### src/rtl/ppl_credit_ctrl.sv
// Credit-based valid/ready wrapper around a fixed-latency, non-stallable datapath with an output catch FIFO.
// Defining PPL_CTRL_STATUS_EN adds the inflight_o / fifo_cnt_o status ports.
module ppl_credit_ctrl #(
   parameter int DATA_WIDTH = 32,
   parameter int PIPE_DEPTH = 4,
   parameter int FIFO_DEPTH = 8,
   localparam int CW = $clog2(FIFO_DEPTH + 1)
) (
   input  logic                  clk_i,
   input  logic                  rst_n_i,
   input  logic                  s_valid_i,
   output logic                  s_ready_o,
   input  logic [DATA_WIDTH-1:0] s_data_i,
   output logic [DATA_WIDTH-1:0] pipe_data_o,
   output logic                  pipe_vld_o,
   input  logic [DATA_WIDTH-1:0] pipe_data_i,
   output logic                  m_valid_o,
   input  logic                  m_ready_i,
   output logic [DATA_WIDTH-1:0] m_data_o
`ifdef PPL_CTRL_STATUS_EN
   ,
   output logic [CW-1:0]         inflight_o,
   output logic [CW-1:0]         fifo_cnt_o
`endif
);

   localparam int AW = (FIFO_DEPTH > 1) ? $clog2(FIFO_DEPTH) : 1;

   logic                  acc;
   logic                  pop;
   logic                  ret;
   logic [CW-1:0]         inflight_q, inflight_d;
   logic [CW-1:0]         fifo_cnt_q, fifo_cnt_d;
   logic [AW-1:0]         wr_ptr_q, wr_ptr_d;
   logic [AW-1:0]         rd_ptr_q, rd_ptr_d;
   logic [CW:0]           credits_used;
   logic [DATA_WIDTH-1:0] mem_q [FIFO_DEPTH];

   function automatic logic [AW-1:0] next_ptr(input logic [AW-1:0] p);
      return (FIFO_DEPTH == 1) ? '0 : p + AW'(1);
   endfunction

   // Credits cover both in-flight and queued items, so every return has a free FIFO slot.
   assign credits_used = {1'b0, inflight_q} + {1'b0, fifo_cnt_q};
   assign s_ready_o    = credits_used < (CW+1)'(FIFO_DEPTH);
   assign acc          = s_valid_i & s_ready_o;
   assign pop          = m_valid_o & m_ready_i;
   assign pipe_data_o  = s_data_i;
   assign pipe_vld_o   = acc;
   assign m_valid_o    = (fifo_cnt_q != '0);
   assign m_data_o     = mem_q[rd_ptr_q];

   generate
      if (PIPE_DEPTH == 0) begin : g_no_pipe
         assign ret = acc;
      end else begin : g_vsr
         logic [PIPE_DEPTH-1:0] vsr_q, vsr_d;

         always_comb begin
            vsr_d = (vsr_q << 1) | PIPE_DEPTH'(acc);
         end

         always_ff @(posedge clk_i or negedge rst_n_i) begin
            if (!rst_n_i) begin
               vsr_q <= '0;
            end else begin
               vsr_q <= vsr_d;
            end
         end

         assign ret = vsr_q[PIPE_DEPTH-1];
      end
   endgenerate

   always_comb begin
      inflight_d = inflight_q + CW'(acc) - CW'(ret);
      fifo_cnt_d = fifo_cnt_q + CW'(ret) - CW'(pop);
      wr_ptr_d   = wr_ptr_q;
      rd_ptr_d   = rd_ptr_q;
      if (ret) wr_ptr_d = next_ptr(wr_ptr_q);
      if (pop) rd_ptr_d = next_ptr(rd_ptr_q);
   end

   always_ff @(posedge clk_i or negedge rst_n_i) begin
      if (!rst_n_i) begin
         inflight_q <= '0;
         fifo_cnt_q <= '0;
         wr_ptr_q   <= '0;
         rd_ptr_q   <= '0;
      end else begin
         inflight_q <= inflight_d;
         fifo_cnt_q <= fifo_cnt_d;
         wr_ptr_q   <= wr_ptr_d;
         rd_ptr_q   <= rd_ptr_d;
      end
   end

   // Storage carries no reset; occupancy alone says which entries are meaningful.
   always_ff @(posedge clk_i) begin
      if (ret) mem_q[wr_ptr_q] <= pipe_data_i;
   end

`ifdef PPL_CTRL_STATUS_EN
   assign inflight_o = inflight_q;
   assign fifo_cnt_o = fifo_cnt_q;
`endif

`ifndef SYNTHESIS
   a_no_write_when_full: assert property (@(posedge clk_i) disable iff (!rst_n_i)
      ret |-> (fifo_cnt_q < CW'(FIFO_DEPTH)));
   a_credit_bound: assert property (@(posedge clk_i) disable iff (!rst_n_i)
      credits_used <= (CW+1)'(FIFO_DEPTH));
`endif

endmodule

### config.mk
export PLATFORM = sky130hd
export DESIGN_NAME = ppl_credit_ctrl
export DESIGN_NICKNAME = d
export VERILOG_FILES = /design/src/rtl/ppl_credit_ctrl.sv
export SDC_FILE = /design/constraint.sdc
export NUM_CORES = 1
export LEC_CHECK = 0
export CORE_ASPECT_RATIO = 1.25
export CORE_UTILIZATION = 57
export CTS_BUF_LIST = sky130_fd_sc_hd__clkbuf_4 sky130_fd_sc_hd__clkbuf_8
export DETAILED_ROUTE_END_ITERATION = 8
export GPL_TIMING_DRIVEN = 0
export PLACE_DENSITY = 0.9
export SYNTH_ARGS = -nofsm -noshare
export SYNTH_HDL_FRONTEND = slang
export SYNTH_SLANG_ARGS = --single-unit
### constraint.sdc
create_clock -name clk_i -period 3.73 [get_ports clk_i]
set_input_delay 0.746 -clock clk_i [delete_from_list [all_inputs] [get_ports clk_i]]
set_output_delay 0.746 -clock clk_i [all_outputs]
set_load 0.03 [all_outputs]
Word level (Yosys, flattened, before mapping)
Memory sizes are Yosys's and may differ from the RTL's.
Index checks and enable logic that the tools add are counted.
W data, S select, Z words.
{"block": "op_classes", "n_lt_le_gt_ge": 1, "add_sub_neg": 7, "bitwise_logic": 3, "n_mux": 2, "reduce_logical": 1}
{"op": "$add A4 B1 Y4", "n": 2}
{"op": "$sub A4 B1 Y4", "n": 2}
{"op": "$add A3 B1 Y3 const B", "n": 2}
{"op": "$add A4 B4 Y5", "n": 1}
{"op": "$lt A5 B4 Y1 const B", "n": 1}
{"op": "$or A4 B1 Y4", "n": 1}
{"op": "$reduce_bool A4 Y1", "n": 1}
{"op": "$and A1 B1 Y1", "n": 2}
{"op": "$mux W1", "n": 2}
{"block": "totals", "inputBits": 68, "ramBits": 256, "regBits": 18, "memories": 1, "out_inout_bits": 67, "wordCells": 20}
{"memory": "mem_q", "words": 8, "width": 32, "rd": 1, "rd_ports_with_merged_regs": 0, "wr": 1, "line_no": "37", "text": "logic [DATA_WIDTH-1:0] mem_q [FIFO_DEPTH];"}

Logic depth before layout (Yosys ltp)
Gate-level depths: netlist of the first run.
{"block": "depth", "depth_word": 5, "mapped_depth": 11, "ltp_nobuf": 11}

Least setup slack after synthesis of the first run
OpenSTA, ideal clock, no wires.
{"block": "synth_path", "path_type": "flip-flop to flip-flop", "from": "reg inflight_q[1]", "to": "reg inflight_q[2]", "path_stages_with_launch": 9, "n_path_buf": 0, "arrival_ns": 3.859, "period_less_slack_ns": 3.981, "setup_ns": 0.123, "path_slack_ns": -0.251, "t_required_ns": 3.607, "cell_sequence": "dfrtp_1 -> ha_1 -> a31o_2 -> a2111oi_0 -> and2_1 -> ha_1 -> inv_1 -> fa_1 -> xnor2_1"}
{"block": "synth_via", "elab_chain_len": 5}
{"element": "from (decl)", "line_no": "32", "text": "logic [CW-1:0] inflight_q, inflight_d;"}
{"element": "from (signal assigned)", "line_no": "91", "text": "inflight_q <= inflight_d;"}
{"element": "$add A4 B4 Y5", "line_no": "44", "text": "assign credits_used = {1'b0, inflight_q} + {1'b0, fifo_cnt_q};"}
{"element": "$lt A5 B4 Y1", "line_no": "45", "text": "assign s_ready_o = credits_used < (CW+1)'(FIFO_DEPTH);"}
{"element": "via s_ready_o", "line_no": "12", "text": "output logic s_ready_o,"}
{"element": "$and A1 B1 Y1", "line_no": "46", "text": "assign acc = s_valid_i & s_ready_o;"}
{"element": "via pipe_vld_o", "line_no": "15", "text": "output logic pipe_vld_o,"}
{"element": "$add A4 B1 Y4", "line_no": "76", "text": "inflight_d = inflight_q + CW'(acc) - CW'(ret);"}
{"element": "$sub A4 B1 Y4", "line_no": "76"}
{"element": "via inflight_d[2]", "line_no": "32"}
The timed path passes the listed nets, and every way through them passes these cells.
A chain may end at the register's enable or synchronous reset.

Worst setup path after layout of the first run
{"block": "layout_path", "from": "reg rd_ptr_q[1]", "to": "out m_data_o[30]"}
{"block": "layout_via", "elab_chain_len": 1}
{"element": "from (decl)", "line_no": "35", "text": "logic [AW-1:0] rd_ptr_q, rd_ptr_d;"}
{"element": "from (signal assigned)", "line_no": "94", "text": "rd_ptr_q <= rd_ptr_d;"}
{"element": "$mem_v2 Z8 W32"}
{"element": "to (decl)", "line_no": "19", "text": "output logic [DATA_WIDTH-1:0] m_data_o"}
Every way passes these cells.

==> run_results.csv, run 1 <==
group,metric,value,unit
outcome,outcome,"completed",
clock_tree,cts_tree,"built",
sta,drv_slew,0,
clock_tree,cts_buffer_depth,3,
logic_synthesis,synthesis.area,10900,um^2
logic_synthesis,synth.avg_cell_area,22.4,um^2
clock_tree,post_cts_resized,2,
power,p_per_area,753,nW/um^2
global_route,grt_pass1_vias,5580,
clock_tree,cts_made_buffers,39,
floorplanning,die_h,157,um
place,place_ws,0.473,ns
logic_synthesis,synth_cells,487,
final_layout,finalInstanceArea,13400,um^2
logic_synthesis,synth_edf_count,256,
sta,setup_violations,0,
global_route,grt_usage,0.225,
setup_path,critPathSlowestCell,"clkdlybuf4s50_1",
detailed_routing,drt-vias-per-instance,5.90,
sta,hold_viol,0,
global_route,grt_remaining_overflow,0,
global_route,grt_pass1_wl,32100,um
clock_tree,clock_latency,0.53,ns
global_route,grt_max_degree,24,
sta,worst_hold_slack,0.340,ns
sta,finalCritPeriodShare,0.976,
place,numPortBuffers,102,
floorplanning,rows,56,
floorplanning,pin_count,135,
setup_path,worstPathRequired,2.98,ns
sta,final.setup.worst_slack,0.0893,ns
sta,clock_skew,0.0163,ns
setup_path,path_max_fanout,10,
setup_path,crit_chain,"clkbuf_1 -> buf_1 -> mux2_2 -> clkdlybuf4s50_1",
place,gp_congestion,0.753,
logic_synthesis,yosysWarnings,0,
flow_run,maxCapViolCount,0,
setup_path,cp-end-kind,"output pin",
detailed_routing,drcViolationCount,0,
power,worst_ir_drop_vdd,0.539,mV
place,place_area,12500,um^2
final_layout,most-common-layout-cells,"256 x edfxtp_1, 101 x clkdlybuf4s50_1, 40 x clkbuf_8, 39 x mux4_2, 34 x mux2_2",
final_layout,stdcell_count,902,
floorplanning,start_util,0.582,
hold_path,hold_path_class,"reg -> reg",
logic_synthesis,synthFlopType,"edfxtp_1",
detailed_routing,wl_per_cell,23.9,um
global_route,antenna_found_initial,0,
setup_path,cp_slowest_stage_delay,0.61,ns
clock_tree,cts_setup_buffers,0,
floorplanning,core_area,18800,um^2
logic_synthesis,synth_nets,571,
detailed_routing,first_pass_iters,6,
power,total_power,0.0101,W
logic_synthesis,ys_async_sr_fraction,0.0657,
logic_synthesis,synth-seq-area-share,0.745,
final_layout,drive_above_1_share,0.306,
place,dp.cells,835,
setup_path,cp.arrival,2.89,ns
sta,clock.fmax,275,MHz
detailed_routing,drtAntennaViolNets,0,
logic_synthesis,ys_ff_latch,274,
final_layout,layout.nets,728,
setup_path,startpoint_type,"flop",
clock_tree,root_buffer,"clkbuf_8",
final_layout,final_common_cell,"edfxtp_1",
sta,rsz0062_at_grt,"no",
detailed_routing,drt_first_iter_violations,432,
floorplanning,die-area,19700,um^2
clock_tree,clk_pin_slew_worst_paths,0.07,ns
detailed_routing,drt-total-wl,21600,um
power,leakage,4.64,nW
clock_tree,htree_levels,2,
sta,worstMarginPinSlew,0.803,ns
logic_synthesis,ys_types,28,
sta,slew_headroom,0.463,
final_layout,num_antenna_cells,0,
detailed_routing,vias,5320,
clock_tree,clkSinkCount,274,
sta,fin_crit,3.64,ns
clock_tree,hold_buffers,0,
final_layout,area_growth,22.6,%
place,place_hpwl,13800,um
setup_path,critPathKind,"reg -> out",
floorplanning,die_w,126,um
worst paths after layout:
check	startpoint	endpoint	slack [ns]	depth (start not counted)
setup / recovery	rd_ptr_q[1]	m_data_o[30]	0.09	4
hold / removal	g_vsr.vsr_q[1]	g_vsr.vsr_q[2]	0.34	0
setup reg to reg	inflight_q[1]	inflight_q[2]	1.16	8
hold reg to reg	g_vsr.vsr_q[1]	g_vsr.vsr_q[2]	0.34	0
max in group asynchronous	rst_n_i	wr_ptr_q[2]	2.54	1
min in group asynchronous	rst_n_i	rd_ptr_q[2]	0.69	1
kinds of logic (layout without fill, tap and decap cells):
kind of cell             after synthesis  after routing  share of synthesized area
buffers and inverters                 66            249                     0.0408
multiplexers                          98             98                      0.176
adder cells (fa/ha/maj)               16             16                     0.0197
AND/OR/NAND/NOR                       18             18                    0.00790
XOR/XNOR                               9              9                    0.00722
AO/OA/AOI/OAI                          6              6                    0.00389
flip-flops                           274            274                      0.745
worst max-delay path, delay by kind of cell (launching register included):
family | cells | cell delay (ns)
buf+inv | 3 | 1.56
mux | 1 | 0.44
flops | 1 | 0.37
metrics by stage:
step,util,TNS (ns)
finish,0.713,0
global route,0.713,0
CTS,0.713,0
detailed placement,0.667,0
global placement,0.652,-103.86
floorplan,-,0
cell type report:
class	instances	area, um^2
well taps	232	290
flip-flops and latches	274	8140
plain buffers	50	388
multi-input cells	147	2400
fillers	1029	5390
inverters	16	60.1
clock inverters	19	248
repair buffers	116	1250
clock buffers	48	611
state kept, by name, indices dropped and copies added, names as in the netlist:
register and flops:
rd_ptr_q 3, fifo_cnt_q 4, g_vsr.vsr_q 4, inflight_q 4, mem_q 256, wr_ptr_q 3
synth_stat cells (2+ instances only):
| master | count | share of area |
|---|---|---|
| a21oi_1 | 2 | 0.00092 |
| buf_8 | 2 | 0.0027 |
| xor2_1 | 2 | 0.0016 |
| buf_4 | 32 | 0.022 |
| xnor2_1 | 7 | 0.0056 |
| clkbuf_1 | 5 | 0.0017 |
| dfrtp_1 | 18 | 0.041 |
| buf_2 | 6 | 0.0027 |
| buf_6 | 2 | 0.0021 |
| nor3_1 | 2 | 0.00092 |
| nand2b_1 | 3 | 0.0017 |
| mux4_2 | 39 | 0.080 |
| ha_1 | 14 | 0.016 |
| inv_1 | 16 | 0.0055 |
| fa_1 | 2 | 0.0037 |
| buf_12 | 2 | 0.0037 |
| nor2_1 | 6 | 0.0021 |
| mux2_2 | 34 | 0.035 |
| a21o_1 | 2 | 0.0014 |
| edfxtp_1 | 256 | 0.70 |
| mux4_1 | 25 | 0.060 |
| nand2_1 | 4 | 0.0014 |
power breakdown:
part	internal (W)	switching, W	total [W]
combinational	0.00181	0.00194	0.00375
clock	0.00150	0.00108	0.00258
sequential	0.00362	0.000127	0.00375
metal layers:
layer	vias up	part of all wire	wire length (um)	track usage
met3	43	0.065	1390	0.0407
met4	0	0.023	501	0.0809
li1	2286	-	-	-
met2	252	0.53	11400	0.402
met5	-	0	0	0
met1	2739	0.38	8250	0.276
Note: power is estimated with default switching activity, not from simulation.
==> run 2: changes to the inputs <==
--- a/config.mk
+++ b/config.mk
@@ -6,11 +6,12 @@
 export NUM_CORES = 1
 export LEC_CHECK = 0
 export CORE_ASPECT_RATIO = 1.25
-export CORE_UTILIZATION = 57
+export CORE_UTILIZATION = 60
 export CTS_BUF_LIST = sky130_fd_sc_hd__clkbuf_4 sky130_fd_sc_hd__clkbuf_8
 export DETAILED_ROUTE_END_ITERATION = 8
 export GPL_TIMING_DRIVEN = 0
-export PLACE_DENSITY = 0.9
+export MAX_ROUTING_LAYER = met4
+export PLACE_DENSITY = 0.93
 export SYNTH_ARGS = -nofsm -noshare
 export SYNTH_HDL_FRONTEND = slang
 export SYNTH_SLANG_ARGS = --single-unit
==> constraint.sdc (replaced) <==
create_clock -name clk_i -period 4.28 [get_ports clk_i]
set_input_delay 0.856 -clock clk_i [delete_from_list [all_inputs] [get_ports clk_i]]
set_output_delay 0.856 -clock clk_i [all_outputs]
set_load 0.03 [all_outputs]
==> run 2 against run 1 <==
  * Non-clock buffer count shrank 1
  * Hold slack improved by 0.013 ns
  * Setup slack improved by 0.36 ns
  * Die area decreased by 4.9%
  * First-iteration DRC count increased by 3.9%
  * Global-route usage up 1.6 points
  * Critical path type unchanged
  * Highest routed layer unchanged
==> run_results.csv, run 2 (same netlist as run 1, synthesis figures left out) <==
group,metric,value,unit
setup_path,critPathKind,"reg -> out",
final_layout,seqCellArea,8140,um^2
hold_path,hold_path_class,"reg -> reg",
setup_path,path_max_fanout,10,
setup_path,r2r-start,"inflight_q[1]",
global_route,grt_usage,0.241,
setup_path,crit-reg2reg-capture,"inflight_q[1]",
flow_run,maxCapViolCount,0,
clock_tree,cts_buffer_depth,3,
place,numPortBuffers,102,
clock_tree,htree_levels,2,
final_layout,finalInstanceArea,13200,um^2
clock_tree,root_buffer,"clkbuf_8",
setup_path,worstPathRequired,3.42,ns
power,p_int,0.00575,W
final_layout,largest_reg_flops,256,
sta,clock.fmax,261,MHz
floorplanning,core_area,17600,um^2
global_route,grt_max_degree,28,
floorplanning,rows,54,
sta,finalCritPeriodShare,0.894,
setup_path,cp-end-kind,"output pin",
final_layout,area_growth,21.1,%
sta,slew_headroom,0.305,
clock_tree,cts_setup_buffers,0,
global_route,grt_remaining_overflow,0,
sta,fin_crit,3.83,ns
clock_tree,clk_pin_slew_worst_paths,0.06,ns
power,sw_frac_of_total,0.318,
global_route,grt_pass1_vias,5678,
detailed_routing,drcViolationCount,0,
power,p_seq_frac,0.388,
sta,hold_viol,0,
clock_tree,cts_tree,"built",
detailed_routing,drt_first_iter_violations,449,
setup_path,startpoint_type,"flop",
final_layout,layout.nets,730,
place,place_ws,0.963,ns
floorplanning,start_util,0.619,
floorplanning,pin_count,135,
clock_tree,cts_made_buffers,42,
power,clkPwrFrac,0.231,
detailed_routing,drt-vias-per-instance,5.90,
final_layout,final_common_cell,"edfxtp_1",
sta,rsz0062_at_grt,"no",
floorplanning,die_h,153,um
setup_path,cp.arrival,2.97,ns
power,total_power,0.00844,W
detailed_routing,wl_per_cell,23.4,um
detailed_routing,vias,5277,
power,leakage,4.55,nW
place,place_hpwl,13600,um
setup_path,reg2reg_slack,1.61,ns
place,place_area,12500,um^2
final_layout,most-common-layout-cells,"256 x edfxtp_1, 102 x clkdlybuf4s50_1, 43 x clkbuf_8, 39 x mux4_2, 34 x mux2_2",
global_route,grt_pass1_wl,31500,um
outcome,outcome,"completed",
setup_path,r2r_cells,8,
power,combPwrFrac,0.381,
detailed_routing,drtAntennaViolNets,0,
detailed_routing,drt-total-wl,20900,um
final_layout,drive_above_1_share,0.299,
clock_tree,post_cts_resized,0,
floorplanning,die_w,123,um
power,worst_ir_drop_vdd,0.513,mV
hold_path,min_to,"g_vsr.vsr_q[2]",
detailed_routing,first_pass_iters,5,
clock_tree,hold_buffers,0,
place,gp_congestion,0.756,
global_route,antenna_found_initial,0,
sta,worstMarginPinSlew,1.04,ns
sta,setup_violations,0,
hold_path,min_from,"g_vsr.vsr_q[1]",
clock_tree,clock_latency,0.51,ns
clock_tree,clkSinkCount,274,
power,p_per_area,638,nW/um^2
final_layout,num_antenna_cells,0,
sta,clock_skew,0.0152,ns
final_layout,nFillCells,885,
final_layout,top_register,"mem_q",
sta,final.setup.worst_slack,0.454,ns
hold_path,hold_depth,0,
sta,drv_slew,0,
floorplanning,die-area,18800,um^2
power,power.switching,0.00269,W
final_layout,multi_input_area,2400,um^2
## run 2: cell types whose count changed in the layout (fill, tap and decap cells not counted), moves of 2 or more
| cell | before | now |
|---|---|---|
| clkinv_2 | 4 | 2 |
| clkbuf_2 | 2 | 0 |
| clkbuf_8 | 40 | 43 |
| clkbuf_4 | 8 | 13 |
| buf_12 | 6 | 8 |
| buf_16 | 2 | 0 |
| bufinv_16 | 6 | 0 |
| clkbuf_1 | 3 | 5 |
| clkinv_1 | 6 | 8 |
## run 2: cell type report
| class | count | area share |
|---|---|---|
| Sequential cell | 274 | 0.615 |
| Multi-Input combinational cell | 147 | 0.181 |
| Clock inverter | 12 | 0.00416 |
| Clock buffer | 56 | 0.0521 |
| Timing Repair Buffer | 115 | 0.0925 |
| Inverter | 16 | 0.00454 |
| Buffer | 50 | 0.0291 |
| Tap cell | 224 | 0.0212 |
## run 2: power by group through the flow
stage / Combinational (W) / Sequential, W / Clock [W]
after global placement: 0.00308 / 0.00331 / 0
after global routing: 0.00342 / 0.00329 / 0.00207
after floorplan: 0.00217 / 0.00329 / 0
final: 0.00322 / 0.00327 / 0.00195
after CTS: 0.00326 / 0.00327 / 0.00196
after detailed placement: 0.00324 / 0.00332 / 0
## run 2: worst max path at each step
stage,from,endpoint,slack (ns),depth (start not counted)
after detailed placement,inflight_q[1],pipe_vld_o,0.96,5
after floorplan,inflight_q[1],inflight_q[2],0.30,8
after CTS,inflight_q[1],pipe_vld_o,0.40,5
final,rd_ptr_q[2],m_data_o[0],0.45,5
after global placement,wr_ptr_q[0],mem_q[0][15],-0.88,2
after global routing,inflight_q[1],pipe_vld_o,0.24,5
## run 2: worst max-delay path: stages, from the launching register on
cell and delay, ns:
dfrtp_1 0.35, clkbuf_1 0.44, buf_2 0.38, mux4_2 0.35, mux2_2 0.28, clkdlybuf4s50_1 0.65
## run 2: routing by layer
| layer | global-route usage | vias to the layer above | share of wire |
|---|---|---|---|
| li1 | - | 2293 | - |
| met1 | 0.285 | 2679 | 0.37 |
| met2 | 0.403 | 256 | 0.54 |
| met3 | 0.0437 | 49 | 0.065 |
| met4 | 0.102 | 0 | 0.031 |
| met5 | - | - | 0 |
## run 2: stage by stage
| stage | setup TNS [ns] | util | std cells | hold slack (ns) |
|---|---|---|---|---|
| 6_report | 0 | 0.750 | 894 | 0.353 |
| 5_1_grt | 0 | 0.750 | 894 | 0.363 |
| 4_1_cts | 0 | 0.750 | 894 | 0.358 |
| 3_5_place_dp | 0 | 0.708 | 826 | 0.340 |
| 3_3_place_gp | -55.90 | 0.693 | 813 | 0.334 |
| 2_1_floorplan | 0 | - | 487 | 0.331 |
==> RTL edit, RTL diff (settings of run 2) <==
`PIPE_DEPTH`: 4 -> 2.
--- a/src/rtl/ppl_credit_ctrl.sv
+++ b/src/rtl/ppl_credit_ctrl.sv
@@ -2,7 +2,7 @@
 // Defining PPL_CTRL_STATUS_EN adds the inflight_o / fifo_cnt_o status ports.
 module ppl_credit_ctrl #(
    parameter int DATA_WIDTH = 32,
-   parameter int PIPE_DEPTH = 4,
+   parameter int PIPE_DEPTH = 2,
    parameter int FIFO_DEPTH = 8,
    localparam int CW = $clog2(FIFO_DEPTH + 1)
 ) (
Check against the original RTL: not equivalent (Yosys sat finds a counterexample within 4 cycles, from zero or initial values and one cycle with rst_n_i low).
==> RTL edit against run 2 <==
- area after synthesis down 0.46%
- setup slack worse by 0.19 ns
- cell count up 0.34%
- sequential cell count down 2
- total power up 1.5%
- clock skew down 0.00062 ns
- worst hold slack worse by 0.0058 ns
- cell area about the same
- routed wire length up 7.4%
- largest cell class unchanged
==> RTL edit: results (changes against run 2) <==
PLACED DESIGN
--------------------------------------------------------------------------------
DP HPWL                                                                 13.63 mm   +0.49%
Area post-placement                                                   12,430 µm²   -0.46%
Number of instances in the placed design                                     824   -0.24%
Worst setup slack after placement                                      0.9030 ns   -0.05981 ns

GLOBAL ROUTE
--------------------------------------------------------------------------------
All-layer global routing usage                                            0.2591   +0.01846
Pin count of the biggest net entering global routing                          23   -18%
Number of antenna violations at the first check in global routing              1   +1

TIMING
--------------------------------------------------------------------------------
Crit share post-route                                                     0.9393   +0.04540
Slew HR                                                                   0.4397   +0.1344
Largest clock skew in the final design                                0.01455 ns   -0.0006181 ns

FINAL LAYOUT
--------------------------------------------------------------------------------
Fill cell count                                                              929   +5.0%
Share of post-route cells with drive strength above 1                     0.3055   +0.007007
Nets                                                                         726   -0.55%
Count of non-filler cells in the finished layout                             897   +0.34%

YOSYS
--------------------------------------------------------------------------------
Area fraction in compound gates after synthesis                         0.003912   +0.00001792
Async set-reset flop share out of synthesis                              0.05882   -0.006870
Xor and xnor fraction of the mapped netlist area                        0.007249   +0.00003321
Post-synthesis cell count                                                    485   -0.41%
Fraction of the mapped netlist area in adder cells                       0.01979   +0.00009067

CLOCK NETWORK
--------------------------------------------------------------------------------
Number of buffers created by CTS                                              40   -4.8%

PWR
--------------------------------------------------------------------------------
IR Drop Worst-Case VDD                                               0.0004959 V   -3.3%
P_leak                                                                  4.556 nW   +0.16%

ROUTING
--------------------------------------------------------------------------------
Total length of routed wires                                            22.44 mm   +7.4%

CRITICAL PATH
--------------------------------------------------------------------------------
Delay of the slowest critical-path stage                                 0.63 ns   -0.02 ns

STATUS
--------------------------------------------------------------------------------
Result of the run                                                   complete, no violations

## RTL edit: cell types whose count changed in the layout (fill, tap and decap cells not counted), moves of 2 or more
cell,change
sky130_fd_sc_hd__clkbuf_8,+3
sky130_fd_sc_hd__clkinv_1,-2
sky130_fd_sc_hd__clkinv_2,+2
sky130_fd_sc_hd__clkinvlp_4,-2
sky130_fd_sc_hd__dfrtp_1,-2
sky130_fd_sc_hd__diode_2,+2
## RTL edit: power by group
group | total, mW | switching, mW | internal [mW]
clock | 2.03 | 0.924 | 1.10
combinational | 3.27 | 1.71 | 1.56
sequential | 3.26 | 0.120 | 3.14
total | 8.56 | 2.75 | 5.81
## RTL edit: area by class of cell
type                       count  area [µm²]  area share
inverter                      16       60.06    0.004543
antenna                        2       5.005   0.0003786
sequential                   272        8088      0.6118
clock inverter                11       51.30    0.003880
buffer                        50       385.4     0.02915
clock buffer                  60       738.2     0.05584
timing repair buffer         115        1216     0.09199
multi-input combinational    147        2396      0.1812
tap                          224       280.3     0.02120
## RTL edit: path summary, 6_finish.rpt
path                                     startpoint                  endpoint
min                        g_vsr.vsr_q[0]$_DFF_PN0_  g_vsr.vsr_q[1]$_DFF_PN0_
max                         rd_ptr_q[2]$_DFFE_PN0P_              m_data_o[28]
max reg2reg                 inflight_q[1]$_DFF_PN0_   inflight_q[2]$_DFF_PN0_
max in group asynchronous                   rst_n_i   wr_ptr_q[2]$_DFFE_PN0P_
min reg2reg                g_vsr.vsr_q[0]$_DFF_PN0_  g_vsr.vsr_q[1]$_DFF_PN0_
min in group asynchronous                   rst_n_i   inflight_q[1]$_DFF_PN0_
## RTL edit: metal layers
metal  track usage  vias up  part of all wire
met3       0.04828       68             0.067
met2        0.4168      279              0.52
li1              -     2283                 -
met1        0.3112     2780              0.37
met4        0.1347        0             0.044
met5             -        -                 0
